`src/rtl/sram_mem_controller_pkg.sv`:
```
`default_nettype none
// ============================================================================
//  Module      : mem_ctrl_pkg
//  Description : Shared types and defaults for the SRAM data-memory controller
//  Revision    : 1.0 - initial release
// ============================================================================
package mem_ctrl_pkg;

    // Wait counter width; holds WAIT_CYCLES-1 for WAIT_CYCLES up to 15
    localparam int CNT_WIDTH           = 4;
    localparam int BASE_ADDR_DEFAULT   = 1024;
    localparam int DEPTH_WORDS_DEFAULT = 64;

    typedef enum logic [1:0] {
        IDLE   = 2'd0,
        ACCESS = 2'd1,
        DONE   = 2'd2
    } state_t;

    typedef enum logic {
        OP_LOAD  = 1'b0,
        OP_STORE = 1'b1
    } op_t;

endpackage : mem_ctrl_pkg
`default_nettype wire

```
`src/rtl/sram_mem_controller_if.sv`:
```
`default_nettype none
// ============================================================================
//  Module      : sram_mem_controller_if
//  Description : MEM-stage request/response bus between pipeline and the
//                SRAM controller
//  Revision    : 1.0 - initial release
// ============================================================================
interface sram_mem_controller_if #(
    parameter int DATA_WIDTH = 32,
    parameter int ADDR_WIDTH = 32
);
    logic                  rd_en;
    logic                  wr_en;
    logic [ADDR_WIDTH-1:0] address;
    logic [DATA_WIDTH-1:0] write_data;
    logic [DATA_WIDTH-1:0] read_data;
    logic                  ready;
    logic                  addr_err;

    // Pipeline side: issues requests, observes results
    modport master (
        output rd_en, wr_en, address, write_data,
        input  read_data, ready, addr_err
    );

    // Controller side
    modport slave (
        input  rd_en, wr_en, address, write_data,
        output read_data, ready, addr_err
    );
endinterface : sram_mem_controller_if
`default_nettype wire

```
`src/rtl/sram_mem_controller_wait_counter.sv`:
```
`default_nettype none
// ============================================================================
//  Module      : sram_wait_counter
//  Description : Loadable down-counter timing the SRAM access window; the
//                zero flag marks the final access cycle
//  Revision    : 1.0 - initial release
// ============================================================================
module sram_wait_counter
    import mem_ctrl_pkg::*;
#(
    parameter int WIDTH = CNT_WIDTH
) (
    input  wire logic             clk,
    input  wire logic             rst_n,
    input  wire logic             load,
    input  wire logic             dec,
    input  wire logic [WIDTH-1:0] load_value,
    output logic                  zero
);

    logic [WIDTH-1:0] r_count;

    // Load takes priority; decrement saturates at zero
    always_ff @(posedge clk or negedge rst_n) begin
        if (!rst_n) begin
            r_count <= '0;
        end else if (load) begin
            r_count <= load_value;
        end else if (dec && (r_count != '0)) begin
            r_count <= r_count - WIDTH'(1);
        end
    end

    assign zero = (r_count == '0);

endmodule : sram_wait_counter
`default_nettype wire

```
`src/rtl/sram_mem_controller.sv`:
```
`default_nettype none
// ============================================================================
//  Module      : sram_mem_controller
//  Description : MEM-stage initiator for the data SRAM. Validates and latches
//                one load/store, holds SRAM enables for WAIT_CYCLES cycles,
//                returns registered read data and a pipeline-freeze ready.
//  Revision    : 1.0 - initial release
// ============================================================================
module sram_mem_controller
    import mem_ctrl_pkg::*;
#(
    parameter int DATA_WIDTH  = 32,
    parameter int ADDR_WIDTH  = 32,
    parameter int BASE_ADDR   = BASE_ADDR_DEFAULT,
    parameter int DEPTH_WORDS = DEPTH_WORDS_DEFAULT,
    parameter int WAIT_CYCLES = 5
) (
    input  wire logic                  clk,
    input  wire logic                  rst_n,
    sram_mem_controller_if.slave       bus,
    output logic                       sram_r_en,
    output logic                       sram_w_en,
    output logic [ADDR_WIDTH-1:0]      sram_address,
    output logic [DATA_WIDTH-1:0]      sram_write_data,
    input  wire logic [DATA_WIDTH-1:0] sram_read_data
);

    // Window bounds kept one bit wider than the address so a request near
    // the top of the address space cannot wrap into the window.
    localparam logic [ADDR_WIDTH:0]  c_win_lo = (ADDR_WIDTH+1)'(BASE_ADDR);
    localparam logic [ADDR_WIDTH:0]  c_win_hi = (ADDR_WIDTH+1)'(BASE_ADDR)
                                              + (ADDR_WIDTH+1)'(4 * DEPTH_WORDS);
    localparam logic [CNT_WIDTH-1:0] c_load   = CNT_WIDTH'(WAIT_CYCLES - 1);

    state_t                r_state;
    state_t                w_next;
    logic [ADDR_WIDTH-1:0] r_addr;
    logic [DATA_WIDTH-1:0] r_wdata;
    logic [DATA_WIDTH-1:0] r_read_data;
    op_t                   r_op;
    logic                  r_err;

    logic                  w_req;
    logic [ADDR_WIDTH:0]   w_addr_ext;
    logic                  w_valid;
    logic                  w_ready;
    logic                  w_sram_r_en;
    logic                  w_sram_w_en;
    logic                  w_cnt_load;
    logic                  w_cnt_dec;
    logic                  w_cnt_zero;
    logic                  w_capture;
    logic                  w_accept;

    assign w_req      = bus.rd_en | bus.wr_en;
    assign w_addr_ext = {1'b0, bus.address};
    assign w_valid    = (bus.address[1:0] == 2'b00)
                      && (w_addr_ext >= c_win_lo)
                      && (w_addr_ext <  c_win_hi);
    assign w_accept   = (r_state == IDLE) && w_req;

    sram_wait_counter #(
        .WIDTH      (CNT_WIDTH)
    ) u_wait_counter (
        .clk        (clk),
        .rst_n      (rst_n),
        .load       (w_cnt_load),
        .dec        (w_cnt_dec),
        .load_value (c_load),
        .zero       (w_cnt_zero)
    );

    // State register; async reset abandons any access in flight
    always_ff @(posedge clk or negedge rst_n) begin
        if (!rst_n) begin
            r_state <= IDLE;
        end else begin
            r_state <= w_next;
        end
    end

    // Next-state, freeze and SRAM enable decode
    always_comb begin
        w_next      = r_state;
        w_ready     = 1'b0;
        w_sram_r_en = 1'b0;
        w_sram_w_en = 1'b0;
        w_cnt_load  = 1'b0;
        w_cnt_dec   = 1'b0;
        w_capture   = 1'b0;
        case (r_state)
            IDLE: begin
                // Freeze in the same cycle the request appears
                w_ready = ~w_req;
                if (w_req) begin
                    if (w_valid) begin
                        w_next     = ACCESS;
                        w_cnt_load = 1'b1;
                    end else begin
                        w_next = DONE;
                    end
                end
            end
            ACCESS: begin
                w_sram_w_en = (r_op == OP_STORE);
                w_sram_r_en = (r_op == OP_LOAD);
                w_cnt_dec   = 1'b1;
                if (w_cnt_zero) begin
                    w_capture = (r_op == OP_LOAD);
                    w_next    = DONE;
                end
            end
            DONE: begin
                w_ready = 1'b1;
                w_next  = IDLE;
            end
            default: begin
                w_next = IDLE;
            end
        endcase
    end

    // Capture the request in IDLE; store wins when both enables are high
    always_ff @(posedge clk or negedge rst_n) begin
        if (!rst_n) begin
            r_addr  <= '0;
            r_wdata <= '0;
            r_op    <= OP_LOAD;
            r_err   <= 1'b0;
        end else if (w_accept) begin
            r_addr  <= bus.address;
            r_wdata <= bus.write_data;
            r_op    <= bus.wr_en ? OP_STORE : OP_LOAD;
            r_err   <= ~w_valid;
        end
    end

    // Read data: SRAM value on the last read cycle, cleared by a rejected
    // load, otherwise held (stores leave it untouched)
    always_ff @(posedge clk or negedge rst_n) begin
        if (!rst_n) begin
            r_read_data <= '0;
        end else if (w_capture) begin
            r_read_data <= sram_read_data;
        end else if (w_accept && !w_valid && !bus.wr_en) begin
            r_read_data <= '0;
        end
    end

    assign sram_r_en       = w_sram_r_en;
    assign sram_w_en       = w_sram_w_en;
    assign sram_address    = (r_state == ACCESS) ? r_addr  : '0;
    assign sram_write_data = (r_state == ACCESS) ? r_wdata : '0;

    assign bus.ready       = w_ready;
    assign bus.addr_err    = (r_state == DONE) && r_err;
    assign bus.read_data   = r_read_data;

endmodule : sram_mem_controller
`default_nettype wire
```
`src/flat_wrapper.sv`:
```
// flat-port wrapper written by rule: the top's interface ports become plain ports
module sram_mem_controller_flat import mem_ctrl_pkg::*;
#(
    parameter int DATA_WIDTH  = 32,
    parameter int ADDR_WIDTH  = 32,
    parameter int BASE_ADDR   = BASE_ADDR_DEFAULT,
    parameter int DEPTH_WORDS = DEPTH_WORDS_DEFAULT,
    parameter int WAIT_CYCLES = 5
)
  (clk, rst_n, sram_r_en, sram_w_en, sram_address, sram_write_data, sram_read_data, bus_rd_en, bus_wr_en, bus_address, bus_write_data, bus_read_data, bus_ready, bus_addr_err);
  sram_mem_controller_if #(.DATA_WIDTH(DATA_WIDTH), .ADDR_WIDTH(ADDR_WIDTH)) bus_i ();
  input  wire logic clk;
  input  wire logic rst_n;
  output logic sram_r_en;
  output logic sram_w_en;
  output logic [ADDR_WIDTH-1:0] sram_address;
  output logic [DATA_WIDTH-1:0] sram_write_data;
  input  wire logic [DATA_WIDTH-1:0] sram_read_data;
  input wire logic [$bits(bus_i.rd_en)-1:0] bus_rd_en;
  input wire logic [$bits(bus_i.wr_en)-1:0] bus_wr_en;
  input wire logic [$bits(bus_i.address)-1:0] bus_address;
  input wire logic [$bits(bus_i.write_data)-1:0] bus_write_data;
  output wire logic [$bits(bus_i.read_data)-1:0] bus_read_data;
  output wire logic [$bits(bus_i.ready)-1:0] bus_ready;
  output wire logic [$bits(bus_i.addr_err)-1:0] bus_addr_err;
  assign bus_i.rd_en = bus_rd_en;
  assign bus_i.wr_en = bus_wr_en;
  assign bus_i.address = bus_address;
  assign bus_i.write_data = bus_write_data;
  assign bus_read_data = bus_i.read_data;
  assign bus_ready = bus_i.ready;
  assign bus_addr_err = bus_i.addr_err;
  sram_mem_controller #(.DATA_WIDTH(DATA_WIDTH), .ADDR_WIDTH(ADDR_WIDTH), .BASE_ADDR(BASE_ADDR), .DEPTH_WORDS(DEPTH_WORDS), .WAIT_CYCLES(WAIT_CYCLES)) u_core (.clk(clk), .rst_n(rst_n), .bus(bus_i), .sram_r_en(sram_r_en), .sram_w_en(sram_w_en), .sram_address(sram_address), .sram_write_data(sram_write_data), .sram_read_data(sram_read_data));
endmodule
```
`config.mk`:
```
export PLATFORM = sky130hd
export DESIGN_NAME = sram_mem_controller_flat
export DESIGN_NICKNAME = d
export VERILOG_FILES = /design/src/rtl/sram_mem_controller_pkg.sv /design/src/rtl/sram_mem_controller_if.sv /design/src/rtl/sram_mem_controller_wait_counter.sv /design/src/rtl/sram_mem_controller.sv /design/src/flat_wrapper.sv
export SDC_FILE = /design/constraint.sdc
export NUM_CORES = 1
export LEC_CHECK = 0
export CORE_MARGIN = 5
export CORE_UTILIZATION = 35
export DETAILED_ROUTE_END_ITERATION = 8
export PLACE_DENSITY = 0.73
export SLEW_MARGIN = 20
export SYNTH_ARGS = -nofsm -noshare
export SYNTH_HDL_FRONTEND = slang
export SYNTH_SLANG_ARGS = --single-unit
```
`constraint.sdc`:
```
create_clock -name clk -period 1.66 [get_ports clk]
set_input_delay 0.249 -clock clk [delete_from_list [all_inputs] [get_ports clk]]
set_output_delay 0.249 -clock clk [all_outputs]
set_load 0.1 [all_outputs]
```
Word level (Yosys, flattened, before mapping)
Index checks and enable logic that the tools add are counted.
{"block": "classes", "add_sub_neg": 1, "magnitude_cmp": 2, "eq_ne": 4, "muxes": 20, "bitwise": 4, "reduce_logical": 16}
{"operator": "2-to-1 mux 32 bit", "n": 4}
{"operator": "greater-or-equal comparator 32 x 11 -> 1 bit, second input constant", "n": 1}
{"operator": "< comparator 32 x 11 -> 1 bit, second input constant", "n": 1}
{"operator": "2-to-1 mux 1 bit", "n": 9}
{"operator": "2-to-1 mux 4 bit", "n": 2}
{"operator": "logical AND 1 bit", "n": 7}
{"operator": "2-to-1 mux 2 bit", "n": 3}
{"operator": "logical NOT 2 bit", "n": 2}
{"operator": "logical NOT 4 bit", "n": 1}
{"operator": "one-hot mux 2 bit (2 select lines)", "n": 1}
{"operator": "nonzero test 2 bit", "n": 2}
{"operator": "nonzero test 4 bit", "n": 1}
{"operator": "subtractor 4 x 1 -> 4 bit, second input constant", "n": 1}
{"operator": "NOT 1 bit", "n": 3}
{"operator": "equality test 2 x 1 -> 1 bit, second input constant", "n": 1}
{"operator": "equality test 2 bit, second input constant", "n": 1}
{"operator": "logical NOT 1 bit", "n": 2}
{"operator": "!= test 2 x 1 -> 1 bit, second input constant", "n": 1}
{"operator": "!= test 2 bit, second input constant", "n": 1}
{"operator": "one-hot mux 1 bit (2 select lines)", "n": 1}
{"operator": "AND reduction 2 bit", "n": 1}
{"operator": "OR 1 bit", "n": 1}
{"block": "word_totals", "ff_bits": 104, "input_bits": 100, "out_inout_bits": 100, "elab_cells": 54}

Depth between registers and ports, before layout
Gate-level depths: netlist of run 1.
{"block": "depth", "word_depth": 8, "mapped_depth": 8, "mapped_depth_nobuf": 6}

Hierarchy
Synthesis of run 1 repeated with hierarchy kept, for this count alone.
{"block": "unflattened", "hier_cells": 409, "area_unflattened_um2": 4883.4}
{"mod": "sram_mem_controller", "instances": 1, "cells_per_inst": 382, "area_each_um2": 4613.2, "seq_area_each_um2": 2502.4}
{"mod": "sram_wait_counter", "instances": 1, "cells_per_inst": 27, "area_each_um2": 270.3, "seq_area_each_um2": 100.1}

Least setup slack after synthesis of run 1
Ideal clock, no wire load.
{"block": "synth_timing", "path_type": "register to output", "startpoint": "register u_core.r_state[1]", "endpoint": "output sram_r_en", "arrival_ns": 1.870, "required_ns": 1.411, "path_slack_ns": -0.459, "stages_incl_launch_ff": 3, "n_path_buf": 0, "path_cell_list": "dfrtp_1 -> nand2b_1 -> nor2_1"}
{"block": "synth_via", "elab_chain_cells": 2}
{"item": "start, declared", "line_no": "sram_mem_controller.sv:35", "rtl": "state_t r_state;"}
{"item": "start signal, assigned", "line_no": "sram_mem_controller.sv:78", "rtl": "r_state <= w_next;"}
{"item": "equality test 2 x 1 -> 1 bit", "line_no": "sram_mem_controller.sv:91", "rtl": "case (r_state)"}
{"item": "2-to-1 mux 1 bit", "line_no": "sram_mem_controller.sv:91"}
{"item": "end, declared", "line_no": "flat_wrapper.sv:14", "rtl": "output logic sram_r_en;"}
Every way passes these cells.

Worst setup path after layout of run 1
{"block": "layout_timing", "startpoint": "register u_core.u_wait_counter.r_count[0]", "endpoint": "register u_core.r_read_data[15] (netlist: u_core.bus.read_data[15])"}
{"block": "layout_via", "elab_chain_cells": 4, "word_cells_on_any_way": 5, "cone_classes": "mux (3); reduce/logical (2)"}
{"item": "start, declared", "line_no": "sram_mem_controller_wait_counter.sv:21", "rtl": "logic [WIDTH-1:0] r_count;"}
{"item": "start signal, assigned", "line_no": "sram_mem_controller_wait_counter.sv:28", "rtl": "r_count <= load_value;"}
{"item": "start signal, assigned", "line_no": "sram_mem_controller_wait_counter.sv:30", "rtl": "r_count <= r_count - WIDTH'(1);"}
{"item": "logical NOT 4 bit *", "line_no": "sram_mem_controller_wait_counter.sv:34", "rtl": "assign zero = (r_count == '0);"}
{"item": "2-to-1 mux 1 bit *", "line_no": "sram_mem_controller.sv:108", "rtl": "if (w_cnt_zero) begin"}
{"item": "2-to-1 mux 1 bit *", "line_no": "sram_mem_controller.sv:91"}
{"item": "2-to-1 mux 32 bit or nonzero test 2 bit (tied branches)"}
{"item": "end signal, assigned", "line_no": "sram_mem_controller.sv:144", "rtl": "r_read_data <= sram_read_data;"}
{"item": "end, declared", "line_no": "sram_mem_controller.sv:39", "rtl": "logic [DATA_WIDTH-1:0] r_read_data;"}
Mark *: on every way between the ends. The rest lies on a longest branch, timed or not.
A chain may end at the register's enable or synchronous reset.

==> flow_results.xml, run 1 <==
<?xml version="1.0" encoding="UTF-8"?>
<metrics>
  <group name="sta">
    <metric name="finalCritPeriodShare" unit="%">111.1</metric>
    <metric name="worst_slew_margin_rel" unit="%">67.32</metric>
    <metric name="final_critical_path_setup_slack" unit="ns">-0.1851</metric>
    <metric name="timing_hold_violations_final" unit="">0</metric>
    <metric name="fin_crit" unit="ns">1.845</metric>
    <metric name="final_number_of_max_transition_violations" unit="">0</metric>
    <metric name="grt_setup_unrepaired" unit="">yes</metric>
    <metric name="slew_at_the_pin_closest_to_its_max_slew_limit" unit="ns">0.4902</metric>
    <metric name="max_clock_freq" unit="GHz">0.5420</metric>
    <metric name="timing.clock.skew" unit="ns">0.003944</metric>
    <metric name="setup_viol_count_final" unit="">98</metric>
  </group>
  <group name="detailed_routing">
    <metric name="detail-route-antenna-nets" unit="">0</metric>
    <metric name="route.final.wire_length" unit="mm">15.05</metric>
    <metric name="post-route-drc-count" unit="">0</metric>
    <metric name="detail_route.iter0.violations" unit="">241</metric>
    <metric name="routedWlPerCell" unit="um">16.12</metric>
    <metric name="drt_first_pass_iters" unit="">5</metric>
    <metric name="vias_per_cell" unit="">4.707</metric>
    <metric name="via_count" unit="">4396</metric>
  </group>
  <group name="pwr">
    <metric name="gate_power_share" unit="%">15.2</metric>
    <metric name="cellInternalPower" unit="uW">4576</metric>
    <metric name="power_density" unit="nW/um2">692.6</metric>
    <metric name="sequentialPowerShare" unit="%">48.7</metric>
    <metric name="p_clk_share" unit="%">36.2</metric>
    <metric name="worst_ir_drop_vdd" unit="mV">0.5207</metric>
    <metric name="switching_share" unit="%">25.23</metric>
    <metric name="power_switching" unit="uW">1544</metric>
    <metric name="total_leakage_power" unit="uW">0.004073</metric>
  </group>
  <group name="worst_setup_path">
    <metric name="critPathMaxStageDelay" unit="ns">0.39</metric>
    <metric name="worstSetupEndpointType" unit="">flop</metric>
    <metric name="worstSetupStartpointType" unit="">flop</metric>
    <metric name="cp_data_required_time" unit="ns">1.88</metric>
    <metric name="worstPathCellList" unit="">inv_1 -&gt; ha_2 -&gt; or3b_4 -&gt; or3_4 -&gt; clkbuf_16 -&gt; nand2_1 -&gt; o21ai_1</metric>
    <metric name="crit_path_top_delay_cell" unit="">sky130_fd_sc_hd__or3b_4</metric>
    <metric name="worstPathMaxFanout" unit="">16</metric>
    <metric name="criticalPathCategory" unit="">reg -&gt; reg</metric>
    <metric name="cp_data_arrival_time" unit="ns">2.07</metric>
  </group>
  <group name="finish">
    <metric name="final_cell_area" unit="um2">8837</metric>
    <metric name="drive_above_1_share" unit="%">32.55</metric>
    <metric name="final_util" unit="%">69.74</metric>
    <metric name="synthesis_to_layout_area_growth" unit="%">93.93</metric>
    <metric name="final_nets" unit="">859</metric>
    <metric name="diodes" unit="">0</metric>
  </group>
  <group name="global_route">
    <metric name="grt_use_total" unit="%">18.57</metric>
    <metric name="overflow_after_grt" unit="">0</metric>
    <metric name="maximum_number_of_pins_on_one_net_before_global_route_repair" unit="">50</metric>
    <metric name="via_count_of_the_first_global_routing_pass" unit="">4453</metric>
    <metric name="grt_first_pass_wirelength" unit="mm">22.18</metric>
    <metric name="grt_antenna_before_repair" unit="">0</metric>
  </group>
  <group name="cts">
    <metric name="clock_insertion_delay_worst_skew" unit="ns">0.34</metric>
    <metric name="clock_tree.root_cell" unit="">sky130_fd_sc_hd__clkbuf_16</metric>
    <metric name="clkSinkCount" unit="">104</metric>
    <metric name="cts.reportedPaths.clkPinSlew" unit="ns">0.07</metric>
    <metric name="numCtsBuffers" unit="">9</metric>
    <metric name="clock_tree_from_tritoncts" unit="">built</metric>
    <metric name="cts_htree_levels" unit="">3</metric>
    <metric name="clockBufferDepth" unit="">2</metric>
  </group>
  <group name="placed_design">
    <metric name="place.gp.congestion" unit="">0.7979</metric>
    <metric name="io_buffer_count" unit="">199</metric>
    <metric name="place.detailed.hpwl" unit="mm">10.79</metric>
    <metric name="postPlaceCellArea" unit="um2">8144</metric>
  </group>
  <group name="floorplanning">
    <metric name="width_of_the_chip" unit="um">124.1</metric>
    <metric name="die-height" unit="um">124.1</metric>
    <metric name="initial_utilization" unit="%">35.96</metric>
    <metric name="total_die_area" unit="um2">15400</metric>
    <metric name="core.rowCount" unit="">41</metric>
    <metric name="pin_count" unit="">200</metric>
    <metric name="total_core_area" unit="um2">12670</metric>
  </group>
  <group name="synthesis">
    <metric name="ys.flop_type" unit="">sky130_fd_sc_hd__dfrtp_1</metric>
    <metric name="synth.avg_cell_area" unit="um2">8.518</metric>
    <metric name="mappedNetlistArea" unit="um2">4557</metric>
    <metric name="synth_enable_flop_cells" unit="">0</metric>
    <metric name="ys_ff_latch" unit="">104</metric>
    <metric name="synth.yosys.seq_area_share" unit="%">57.11</metric>
    <metric name="synth_most_common_cell" unit="">sky130_fd_sc_hd__nand2_1</metric>
    <metric name="share_of_async_settable_or_async_resettable_flops_after_synthesis" unit="%">100.0</metric>
    <metric name="post_synth_most_frequent_cells" unit="">258 x sky130_fd_sc_hd__nand2_1, 104 x sky130_fd_sc_hd__dfrtp_1, 66 x sky130_fd_sc_hd__and2_1</metric>
    <metric name="ys_top_cells_by_area" unit="">sky130_fd_sc_hd__dfrtp_1 57%, sky130_fd_sc_hd__nand2_1 21%, sky130_fd_sc_hd__and2_1 9.1%</metric>
    <metric name="yosys_warns" unit="">0</metric>
    <metric name="synth_largest_type_area_fraction" unit="%">57.11</metric>
    <metric name="syn-num-nets" unit="">636</metric>
    <metric name="yosys.cell_types.count" unit="">31</metric>
    <metric name="post_synth_inst_count" unit="">535</metric>
    <metric name="synth_area_leader_cell" unit="">sky130_fd_sc_hd__dfrtp_1</metric>
  </group>
  <group name="min_path">
    <metric name="worstHoldPathType" unit="">in -&gt; async</metric>
  </group>
  <group name="job">
    <metric name="max-cap-violations" unit="">0</metric>
  </group>
  <group name="outcome">
    <metric name="failed_checks" unit="">setup timing</metric>
    <metric name="status" unit="">finished with violations</metric>
  </group>
</metrics>
-- worst max-delay path: cells and delay by family (launching register included) --
family                   cells  cell delay, ns
AO/OA/AOI/OAI                1            0.06
adder cells (fa/ha/maj)      1            0.18
AND/OR/NAND/NOR              3            0.85
flip-flops                   1            0.38
buffers and inverters        2            0.25
-- flip-flops by register name (all words and copies together), names as in the netlist --
signal / count
u_core.r_err: 1
u_core.r_state: 2
u_core.r_op: 1
u_core.r_addr: 32
u_core.u_wait_counter.r_count: 4
u_core.bus.read_data: 32
u_core.r_wdata: 32
-- kinds of logic (layout without fill, tap and decap cells) --
group	Yosys count	in the layout	share of synthesized area [%]
fa+ha+maj	1	1	0.2745
simple gates	355	355	34.16
mux	1	1	0.2197
xor+xnor	1	1	0.1922
flops	104	104	57.11
buf+inv	34	261	3.432
compound gates	39	39	4.613
-- layout by cell type (no fill, tap or decap), types with 2 or more instances in the layout --
| cell type | count |
|---|---|
| sky130_fd_sc_hd__clkbuf_16 | 14 |
| sky130_fd_sc_hd__nor4_2 | 3 |
| sky130_fd_sc_hd__clkinv_2 | 2 |
| sky130_fd_sc_hd__buf_4 | 19 |
| sky130_fd_sc_hd__clkdlybuf4s50_1 | 96 |
| sky130_fd_sc_hd__dfrtp_1 | 103 |
| sky130_fd_sc_hd__buf_12 | 114 |
| sky130_fd_sc_hd__nand2_2 | 4 |
| sky130_fd_sc_hd__nor3_4 | 2 |
| sky130_fd_sc_hd__dlygate4sd2_1 | 2 |
| sky130_fd_sc_hd__nor2_2 | 2 |
| sky130_fd_sc_hd__nor2_1 | 9 |
| sky130_fd_sc_hd__nand2_1 | 254 |
| sky130_fd_sc_hd__o21ai_1 | 30 |
| sky130_fd_sc_hd__o21ai_0 | 4 |
| sky130_fd_sc_hd__inv_1 | 3 |
| sky130_fd_sc_hd__bufinv_16 | 2 |
| sky130_fd_sc_hd__nor4_1 | 3 |
| sky130_fd_sc_hd__clkbuf_1 | 2 |
| sky130_fd_sc_hd__buf_6 | 5 |
| sky130_fd_sc_hd__and2_4 | 66 |
-- layout make-up --
type                    instances  area [um2]
well taps                     172       215.2
repair buffers                243        3622
multi-input cells             397        2082
fillers                       924        3834
clock buffers                  11       232.7
inverters                       3       11.26
clock inverters                 4       70.07
flip-flops and latches        104        2604
-- final timing paths --
check                                                 start                       end  slack (ns)  cells after the start
max                        u_core.u_wait_counter.r_count[0]  u_core.bus.read_data[15]       -0.19                      7
min                                                   rst_n  u_core.bus.read_data[24]        0.29                      2
max reg2reg                u_core.u_wait_counter.r_count[0]  u_core.bus.read_data[15]       -0.19                      7
min reg2reg                               u_core.r_wdata[5]         u_core.r_wdata[5]        0.48                      2
max in group asynchronous                             rst_n         u_core.r_wdata[0]        0.87                      3
min in group clk                            bus_address[29]         u_core.r_addr[29]        0.30                      3
-- layer usage --
metal	track usage, %	vias up	share of wire [%]
met1	21.49	2102	39
met2	31.86	178	50
met3	6.948	17	9.7
met4	5.955	0	1.4
met5	0	-	0
li1	-	2099	-
-- power groups by stage --
stage / sequential (uW) / clock, uW / combinational (uW)
2_1_floorplan: 2970 / 0 / 412
3_3_place_gp: 3000 / 0 / 890
3_5_place_dp: 3020 / 0 / 919
4_1_cts: 2970 / 2250 / 934
5_1_grt: 3010 / 2380 / 1030
6_report: 2980 / 2210 / 928
-- timing repair --
item | 4_1_cts | 5_1_grt
pin swaps | 6 | 38
hold buffers | 1 | 0
endpoints found under the hold margin | 8 | 0
setup buffers | 6 | 3
gates resized for setup | 30 | 21
cloned | 2 | 5
endpoints found under the setup margin | 104 | 109
-- through the flow --
| stage | setup slack (ns) | total power [uW] | instances | TNS [ns] | hold WS, ns |
|---|---|---|---|---|---|
| finish | -0.1851 | 6120 | 934 | -14.21 | 0.2878 |
| global route | -0.2538 | 6410 | 934 | -19.77 | 0.2990 |
| CTS | -0.1607 | 6161 | 927 | -12.75 | 0.2783 |
| detailed placement | -0.4878 | 3936 | 903 | -20.64 | 0.09788 |
| global placement | -0.4739 | 3888 | 903 | -18.97 | 0.09260 |
| floorplan | -0.1537 | 3381 | 535 | -4.676 | -0.04659 |
Note: power is estimated with default switching activity, not from simulation.
==> inputs of run 2 (changes only) <==
Settings changed: REMOVE_ABC_BUFFERS set to 1.
==> flow_results.xml, run 2 (same netlist as run 1, synthesis figures left out) <==
<?xml version="1.0" encoding="UTF-8"?>
<metrics>
  <group name="sta">
    <metric name="timing.clock.skew" unit="ns">0.01188</metric>
    <metric name="finalCritPeriodShare" unit="%">111.9</metric>
    <metric name="slew_at_the_pin_closest_to_its_max_slew_limit" unit="ns">0.3392</metric>
    <metric name="whs" unit="ns">0.2541</metric>
    <metric name="setup_viol_count_final" unit="">98</metric>
    <metric name="worst_slew_margin_rel" unit="%">77.18</metric>
    <metric name="grt_setup_unrepaired" unit="">yes</metric>
    <metric name="final_critical_path_setup_slack" unit="ns">-0.1984</metric>
    <metric name="timing_hold_violations_final" unit="">0</metric>
    <metric name="fin_crit" unit="ns">1.858</metric>
    <metric name="final_number_of_max_transition_violations" unit="">0</metric>
    <metric name="max_clock_freq" unit="GHz">0.5381</metric>
  </group>
  <group name="global_route">
    <metric name="maximum_number_of_pins_on_one_net_before_global_route_repair" unit="">53</metric>
    <metric name="grt_antenna_before_repair" unit="">0</metric>
    <metric name="overflow_after_grt" unit="">0</metric>
    <metric name="grt_use_total" unit="%">20.09</metric>
    <metric name="grt_first_pass_wirelength" unit="mm">23.92</metric>
    <metric name="via_count_of_the_first_global_routing_pass" unit="">4614</metric>
  </group>
  <group name="outcome">
    <metric name="failed_checks" unit="">setup timing</metric>
    <metric name="status" unit="">finished with violations</metric>
  </group>
  <group name="pwr">
    <metric name="gate_power_share" unit="%">15.9</metric>
    <metric name="total_leakage_power" unit="uW">0.004075</metric>
    <metric name="power_switching" unit="uW">1579</metric>
    <metric name="p_total" unit="uW">5927</metric>
    <metric name="worst_ir_drop_vdd" unit="mV">0.4550</metric>
    <metric name="cellInternalPower" unit="uW">4348</metric>
    <metric name="power_density" unit="nW/um2">669.1</metric>
    <metric name="p_clk_share" unit="%">33.8</metric>
    <metric name="sequentialPowerShare" unit="%">50.3</metric>
    <metric name="switching_share" unit="%">26.64</metric>
  </group>
  <group name="placed_design">
    <metric name="place.gp.congestion" unit="">0.8289</metric>
    <metric name="io_buffer_count" unit="">199</metric>
    <metric name="place.detailed.hpwl" unit="mm">11.13</metric>
  </group>
  <group name="floorplanning">
    <metric name="total_die_area" unit="um2">15400</metric>
    <metric name="core.rowCount" unit="">41</metric>
    <metric name="initial_utilization" unit="%">35.96</metric>
    <metric name="die-height" unit="um">124.1</metric>
    <metric name="total_core_area" unit="um2">12670</metric>
    <metric name="width_of_the_chip" unit="um">124.1</metric>
    <metric name="pin_count" unit="">200</metric>
  </group>
  <group name="cts">
    <metric name="clkSinkCount" unit="">104</metric>
    <metric name="numCtsBuffers" unit="">9</metric>
    <metric name="cts.reportedPaths.clkPinSlew" unit="ns">0.07</metric>
    <metric name="clock_tree_from_tritoncts" unit="">built</metric>
    <metric name="clock_insertion_delay_worst_skew" unit="ns">0.34</metric>
    <metric name="clock_tree.root_cell" unit="">sky130_fd_sc_hd__clkbuf_16</metric>
    <metric name="clockBufferDepth" unit="">2</metric>
    <metric name="cts_htree_levels" unit="">3</metric>
  </group>
  <group name="detailed_routing">
    <metric name="via_count" unit="">4506</metric>
    <metric name="vias_per_cell" unit="">4.819</metric>
    <metric name="route.final.wire_length" unit="mm">16.33</metric>
    <metric name="post-route-drc-count" unit="">0</metric>
    <metric name="detail_route.iter0.violations" unit="">283</metric>
    <metric name="detail-route-antenna-nets" unit="">0</metric>
    <metric name="drt_first_pass_iters" unit="">4</metric>
    <metric name="routedWlPerCell" unit="um">17.46</metric>
  </group>
  <group name="finish">
    <metric name="drive_above_1_share" unit="%">35.78</metric>
    <metric name="fillers" unit="">887</metric>
    <metric name="diodes" unit="">0</metric>
    <metric name="multi_input_area" unit="um2">2150</metric>
    <metric name="synthesis_to_layout_area_growth" unit="%">94.40</metric>
    <metric name="regArea" unit="um2">2604</metric>
    <metric name="layout_commonest_cell" unit="">sky130_fd_sc_hd__nand2_1</metric>
    <metric name="final_nets" unit="">860</metric>
    <metric name="mostFrequentLayoutCells" unit="">237 x sky130_fd_sc_hd__nand2_1, 110 x sky130_fd_sc_hd__buf_12, 103 x sky130_fd_sc_hd__dfrtp_1</metric>
  </group>
  <group name="worst_setup_path">
    <metric name="worstPathMaxFanout" unit="">8</metric>
    <metric name="cp_data_required_time" unit="ns">1.93</metric>
    <metric name="cp_data_arrival_time" unit="ns">2.13</metric>
    <metric name="slack_of_the_worst_reg_to_reg_path" unit="ns">-0.20</metric>
    <metric name="criticalPathCategory" unit="">reg -&gt; reg</metric>
    <metric name="worstSetupEndpointType" unit="">flop</metric>
    <metric name="r2r-end" unit="">u_core.bus.read_data[19]</metric>
    <metric name="worst-r2r-cell-count" unit="">9</metric>
    <metric name="worst_r2r_startpoint" unit="">u_core.u_wait_counter.r_count[1]</metric>
    <metric name="worstSetupStartpointType" unit="">flop</metric>
  </group>
  <group name="min_path">
    <metric name="worstHoldPathType" unit="">in -&gt; async</metric>
  </group>
  <group name="job">
    <metric name="max-cap-violations" unit="">0</metric>
  </group>
</metrics>
[run 2: cell types whose count changed in the layout (fill, tap and decap cells not counted), sizes merged]
cell           before  now
buf               139  141
bufinv              2    0
clkinvlp            0    1
dlygate4sd2         2    0
clkdlybuf4s50      96   98
[run 2: worst max path at each step]
stage	start	to	cells past startpoint	slack [ns]
floorplan	u_core.r_state[0]	u_core.bus.read_data[0]	3	-3.27
global placement	bus_address[11]	u_core.bus.read_data[1]	7	-0.53
detailed placement	bus_address[11]	u_core.bus.read_data[1]	7	-0.58
CTS	u_core.r_state[1]	sram_w_en	5	-0.18
global route	u_core.u_wait_counter.r_count[0]	u_core.bus.read_data[14]	9	-0.28
finish	u_core.u_wait_counter.r_count[1]	u_core.bus.read_data[19]	9	-0.20
[run 2: layer usage]
layer / share of wire (%) / GRT usage, %
met5: 0 / 0
met4: 1.2 / 5.339
met3: 11 / 8.538
met2: 51 / 34.63
met1: 37 / 22.94
[run 2: per-stage QoR]
stage               instances  setup TNS (ns)  instance area [um2]  worst slack (ns)  util [%]
finish                    935          -14.27                 8859           -0.1984     69.91
global route              935          -19.92                 8859           -0.2753     69.91
CTS                       929          -14.57                 8586           -0.1770     67.76
detailed placement        905          -18.53                 7985           -0.5769     63.02
global placement          905          -18.31                 7985           -0.5295     63.02
floorplan                 504         -362.80                 4412            -3.275         -
[run 2: what timing repair did]
item,4_1_cts,5_1_grt
hold buffers,1,0
cloned,3,5
setup buffers,5,1
pin swaps,17,22
endpoints found under the setup margin,101,164
hold endpoints to repair,104,0
resized for setup,75,46
[run 2: area by class of cell]
class / count / area share, %
timing repair buffer: 244 / 40.69
sequential: 104 / 29.39
multi-input combinational: 397 / 24.27
clock buffer: 12 / 2.895
tap: 172 / 2.429
clock inverter: 3 / 0.1977
inverter: 3 / 0.1271
[run 2: critical path, cell delays in order (launching register included)]
cell and delay [ns]:
sky130_fd_sc_hd__dfrtp_1 0.38, sky130_fd_sc_hd__inv_1 0.06, sky130_fd_sc_hd__ha_2 0.17, sky130_fd_sc_hd__or3b_4 0.40, sky130_fd_sc_hd__buf_6 0.14, sky130_fd_sc_hd__nor3_4 0.16, sky130_fd_sc_hd__buf_6 0.17, sky130_fd_sc_hd__clkbuf_16 0.17
sky130_fd_sc_hd__nand2_1 0.06, sky130_fd_sc_hd__o21ai_1 0.07
[run 2: power by group through the flow]
stage,registers [uW],logic [uW],clock network [uW]
floorplan,2950,417,0
global placement,2980,876,0
detailed placement,3000,910,0
CTS,2970,929,2050
global route,3010,1040,2150
finish,2980,940,2010
==> inputs of run 3 (changes only) <==
Settings changed: SKIP_CTS_REPAIR_TIMING set to 1.
==> flow_results.xml, run 3 (same netlist as run 1, synthesis figures left out) <==
<?xml version="1.0" encoding="UTF-8"?>
<metrics>
  <group name="placed_design">
    <metric name="place_worst_setup_slack" unit="ns">-0.5769</metric>
    <metric name="postPlaceCellArea" unit="um2">7985</metric>
    <metric name="io_buffer_count" unit="">199</metric>
    <metric name="place.detailed.hpwl" unit="mm">11.13</metric>
    <metric name="place.gp.congestion" unit="">0.8289</metric>
  </group>
  <group name="cts">
    <metric name="clock_tree.root_cell" unit="">sky130_fd_sc_hd__clkbuf_16</metric>
    <metric name="clock_tree_from_tritoncts" unit="">built</metric>
    <metric name="clock_insertion_delay_worst_skew" unit="ns">0.34</metric>
    <metric name="cts_htree_levels" unit="">3</metric>
    <metric name="cts.reportedPaths.clkPinSlew" unit="ns">0.07</metric>
    <metric name="clockBufferDepth" unit="">2</metric>
    <metric name="numCtsBuffers" unit="">9</metric>
    <metric name="clkSinkCount" unit="">104</metric>
  </group>
  <group name="pwr">
    <metric name="total_leakage_power" unit="uW">0.004034</metric>
    <metric name="power_density" unit="nW/um2">669.9</metric>
    <metric name="worst_ir_drop_vdd" unit="mV">0.4262</metric>
  </group>
  <group name="finish">
    <metric name="final_cell_area" unit="um2">8810</metric>
    <metric name="final_nets" unit="">855</metric>
    <metric name="drive_above_1_share" unit="%">34.83</metric>
    <metric name="synthesis_to_layout_area_growth" unit="%">93.33</metric>
    <metric name="final_util" unit="%">69.53</metric>
    <metric name="diodes" unit="">0</metric>
    <metric name="layout_commonest_cell" unit="">sky130_fd_sc_hd__nand2_1</metric>
    <metric name="fillers" unit="">890</metric>
    <metric name="mostFrequentLayoutCells" unit="">241 x sky130_fd_sc_hd__nand2_1, 110 x sky130_fd_sc_hd__buf_12, 103 x sky130_fd_sc_hd__dfrtp_1</metric>
  </group>
  <group name="global_route">
    <metric name="via_count_of_the_first_global_routing_pass" unit="">4454</metric>
    <metric name="grt_antenna_before_repair" unit="">0</metric>
    <metric name="maximum_number_of_pins_on_one_net_before_global_route_repair" unit="">53</metric>
    <metric name="grt_use_total" unit="%">18.95</metric>
    <metric name="grt_first_pass_wirelength" unit="mm">22.58</metric>
    <metric name="overflow_after_grt" unit="">0</metric>
  </group>
  <group name="worst_setup_path">
    <metric name="criticalPathCategory" unit="">reg -&gt; reg</metric>
    <metric name="worstSetupEndpoint" unit="">u_core.bus.read_data[7]</metric>
    <metric name="slack_of_the_worst_reg_to_reg_path" unit="ns">-0.24</metric>
    <metric name="worstPathMaxFanout" unit="">16</metric>
    <metric name="cp_data_required_time" unit="ns">1.88</metric>
    <metric name="worst-r2r-cell-count" unit="">7</metric>
    <metric name="worstSetupStartpointType" unit="">flop</metric>
    <metric name="worst_r2r_startpoint" unit="">u_core.u_wait_counter.r_count[1]</metric>
    <metric name="critical_path.startpoint" unit="">u_core.u_wait_counter.r_count[1]</metric>
    <metric name="cp_data_arrival_time" unit="ns">2.12</metric>
    <metric name="worstSetupEndpointType" unit="">flop</metric>
    <metric name="r2r-end" unit="">u_core.bus.read_data[7]</metric>
  </group>
  <group name="detailed_routing">
    <metric name="route.final.wire_length" unit="mm">16.10</metric>
    <metric name="route.met2.wl" unit="mm">8.168</metric>
    <metric name="detail_route.iter0.violations" unit="">227</metric>
    <metric name="via_count" unit="">4452</metric>
    <metric name="vias_per_cell" unit="">4.787</metric>
    <metric name="post-route-drc-count" unit="">0</metric>
    <metric name="detailroute.wirelength.met3" unit="mm">1.740</metric>
    <metric name="routedWlPerCell" unit="um">17.31</metric>
    <metric name="drt_first_pass_iters" unit="">4</metric>
    <metric name="wirelength_met1" unit="mm">5.993</metric>
    <metric name="detail-route-antenna-nets" unit="">0</metric>
    <metric name="dr.max_layer_used" unit="">met4</metric>
  </group>
  <group name="floorplanning">
    <metric name="total_core_area" unit="um2">12670</metric>
    <metric name="core.rowCount" unit="">41</metric>
    <metric name="initial_utilization" unit="%">35.96</metric>
    <metric name="pin_count" unit="">200</metric>
    <metric name="width_of_the_chip" unit="um">124.1</metric>
    <metric name="total_die_area" unit="um2">15400</metric>
    <metric name="die-height" unit="um">124.1</metric>
  </group>
  <group name="sta">
    <metric name="setup-tns-final" unit="ns">-18.07</metric>
    <metric name="fin_crit" unit="ns">1.902</metric>
    <metric name="finalCritPeriodShare" unit="%">114.6</metric>
    <metric name="final_critical_path_setup_slack" unit="ns">-0.2421</metric>
    <metric name="max_clock_freq" unit="GHz">0.5257</metric>
    <metric name="slew_at_the_pin_closest_to_its_max_slew_limit" unit="ns">0.3716</metric>
    <metric name="whs" unit="ns">0.2467</metric>
    <metric name="worst_slew_margin_rel" unit="%">75.23</metric>
    <metric name="timing.clock.skew" unit="ns">0.008994</metric>
    <metric name="final_number_of_max_transition_violations" unit="">0</metric>
    <metric name="timing_hold_violations_final" unit="">0</metric>
    <metric name="grt_setup_unrepaired" unit="">yes</metric>
    <metric name="setup_viol_count_final" unit="">98</metric>
  </group>
  <group name="outcome">
    <metric name="failed_checks" unit="">setup timing</metric>
    <metric name="status" unit="">finished with violations</metric>
  </group>
  <group name="job">
    <metric name="max-cap-violations" unit="">0</metric>
  </group>
  <group name="min_path">
    <metric name="worstHoldPathType" unit="">in -&gt; async</metric>
  </group>
</metrics>
-- run 3: changes by cell type in the layout (fill, tap and decap cells not counted), sizes merged --
| cell | before | now |
|---|---|---|
| buf | 141 | 136 |
-- run 3: cell type report --
class | count | area (um2) | area share (%)
clock inverter | 3 | 17.52 | 0.1988
timing repair buffer | 239 | 3503 | 39.77
sequential | 104 | 2604 | 29.56
inverter | 3 | 11.26 | 0.1278
clock buffer | 12 | 256.5 | 2.912
multi-input combinational | 397 | 2202 | 25.00
tap | 172 | 215.2 | 2.443
-- run 3: worst min path at each step --
| stage | start | endpoint | slack (ns) | cells after the start |
|---|---|---|---|---|
| 3_5_place_dp | rst_n | u_core.bus.read_data[1] | 0.06 | 1 |
| 5_1_grt | rst_n | u_core.bus.read_data[1] | 0.24 | 2 |
| 4_1_cts | rst_n | u_core.bus.read_data[1] | -0.32 | 1 |
| 2_1_floorplan | rst_n | u_core.bus.read_data[0] | -0.05 | 0 |
| 3_3_place_gp | rst_n | u_core.bus.read_data[1] | 0.06 | 1 |
| 6_report | rst_n | u_core.bus.read_data[1] | 0.25 | 2 |
-- run 3: per-layer routing --
layer	global-route usage, %	vias up
li1	-	2098
met1	21.13	2139
met2	32.67	199
met3	8.992	16
met4	4.791	0
met5	0	-
-- run 3: power breakdown --
| group | leakage (uW) | internal, uW | switching (uW) | total (uW) |
|---|---|---|---|---|
| clock network | 0.000134 | 1090 | 900 | 1990 |
| registers | 0.00131 | 2810 | 166 | 2980 |
| logic | 0.00259 | 447 | 487 | 934 |
| total | 0.00403 | 4350 | 1550 | 5900 |
-- run 3: through the flow --
step,total power [uW],cells
after floorplan,3368,504
after global placement,3857,905
after detailed placement,3911,905
after CTS,5912,920
after global routing,6184,930
final,5902,930
-- run 3: critical path, cell delays in order, from the launching register on --
cell and delay [ns]:
sky130_fd_sc_hd__dfrtp_1 0.39, sky130_fd_sc_hd__inv_1 0.06, sky130_fd_sc_hd__ha_2 0.17, sky130_fd_sc_hd__or3b_4 0.39, sky130_fd_sc_hd__or3_4 0.43, sky130_fd_sc_hd__clkbuf_16 0.20, sky130_fd_sc_hd__nand2_1 0.08, sky130_fd_sc_hd__o21ai_1 0.06
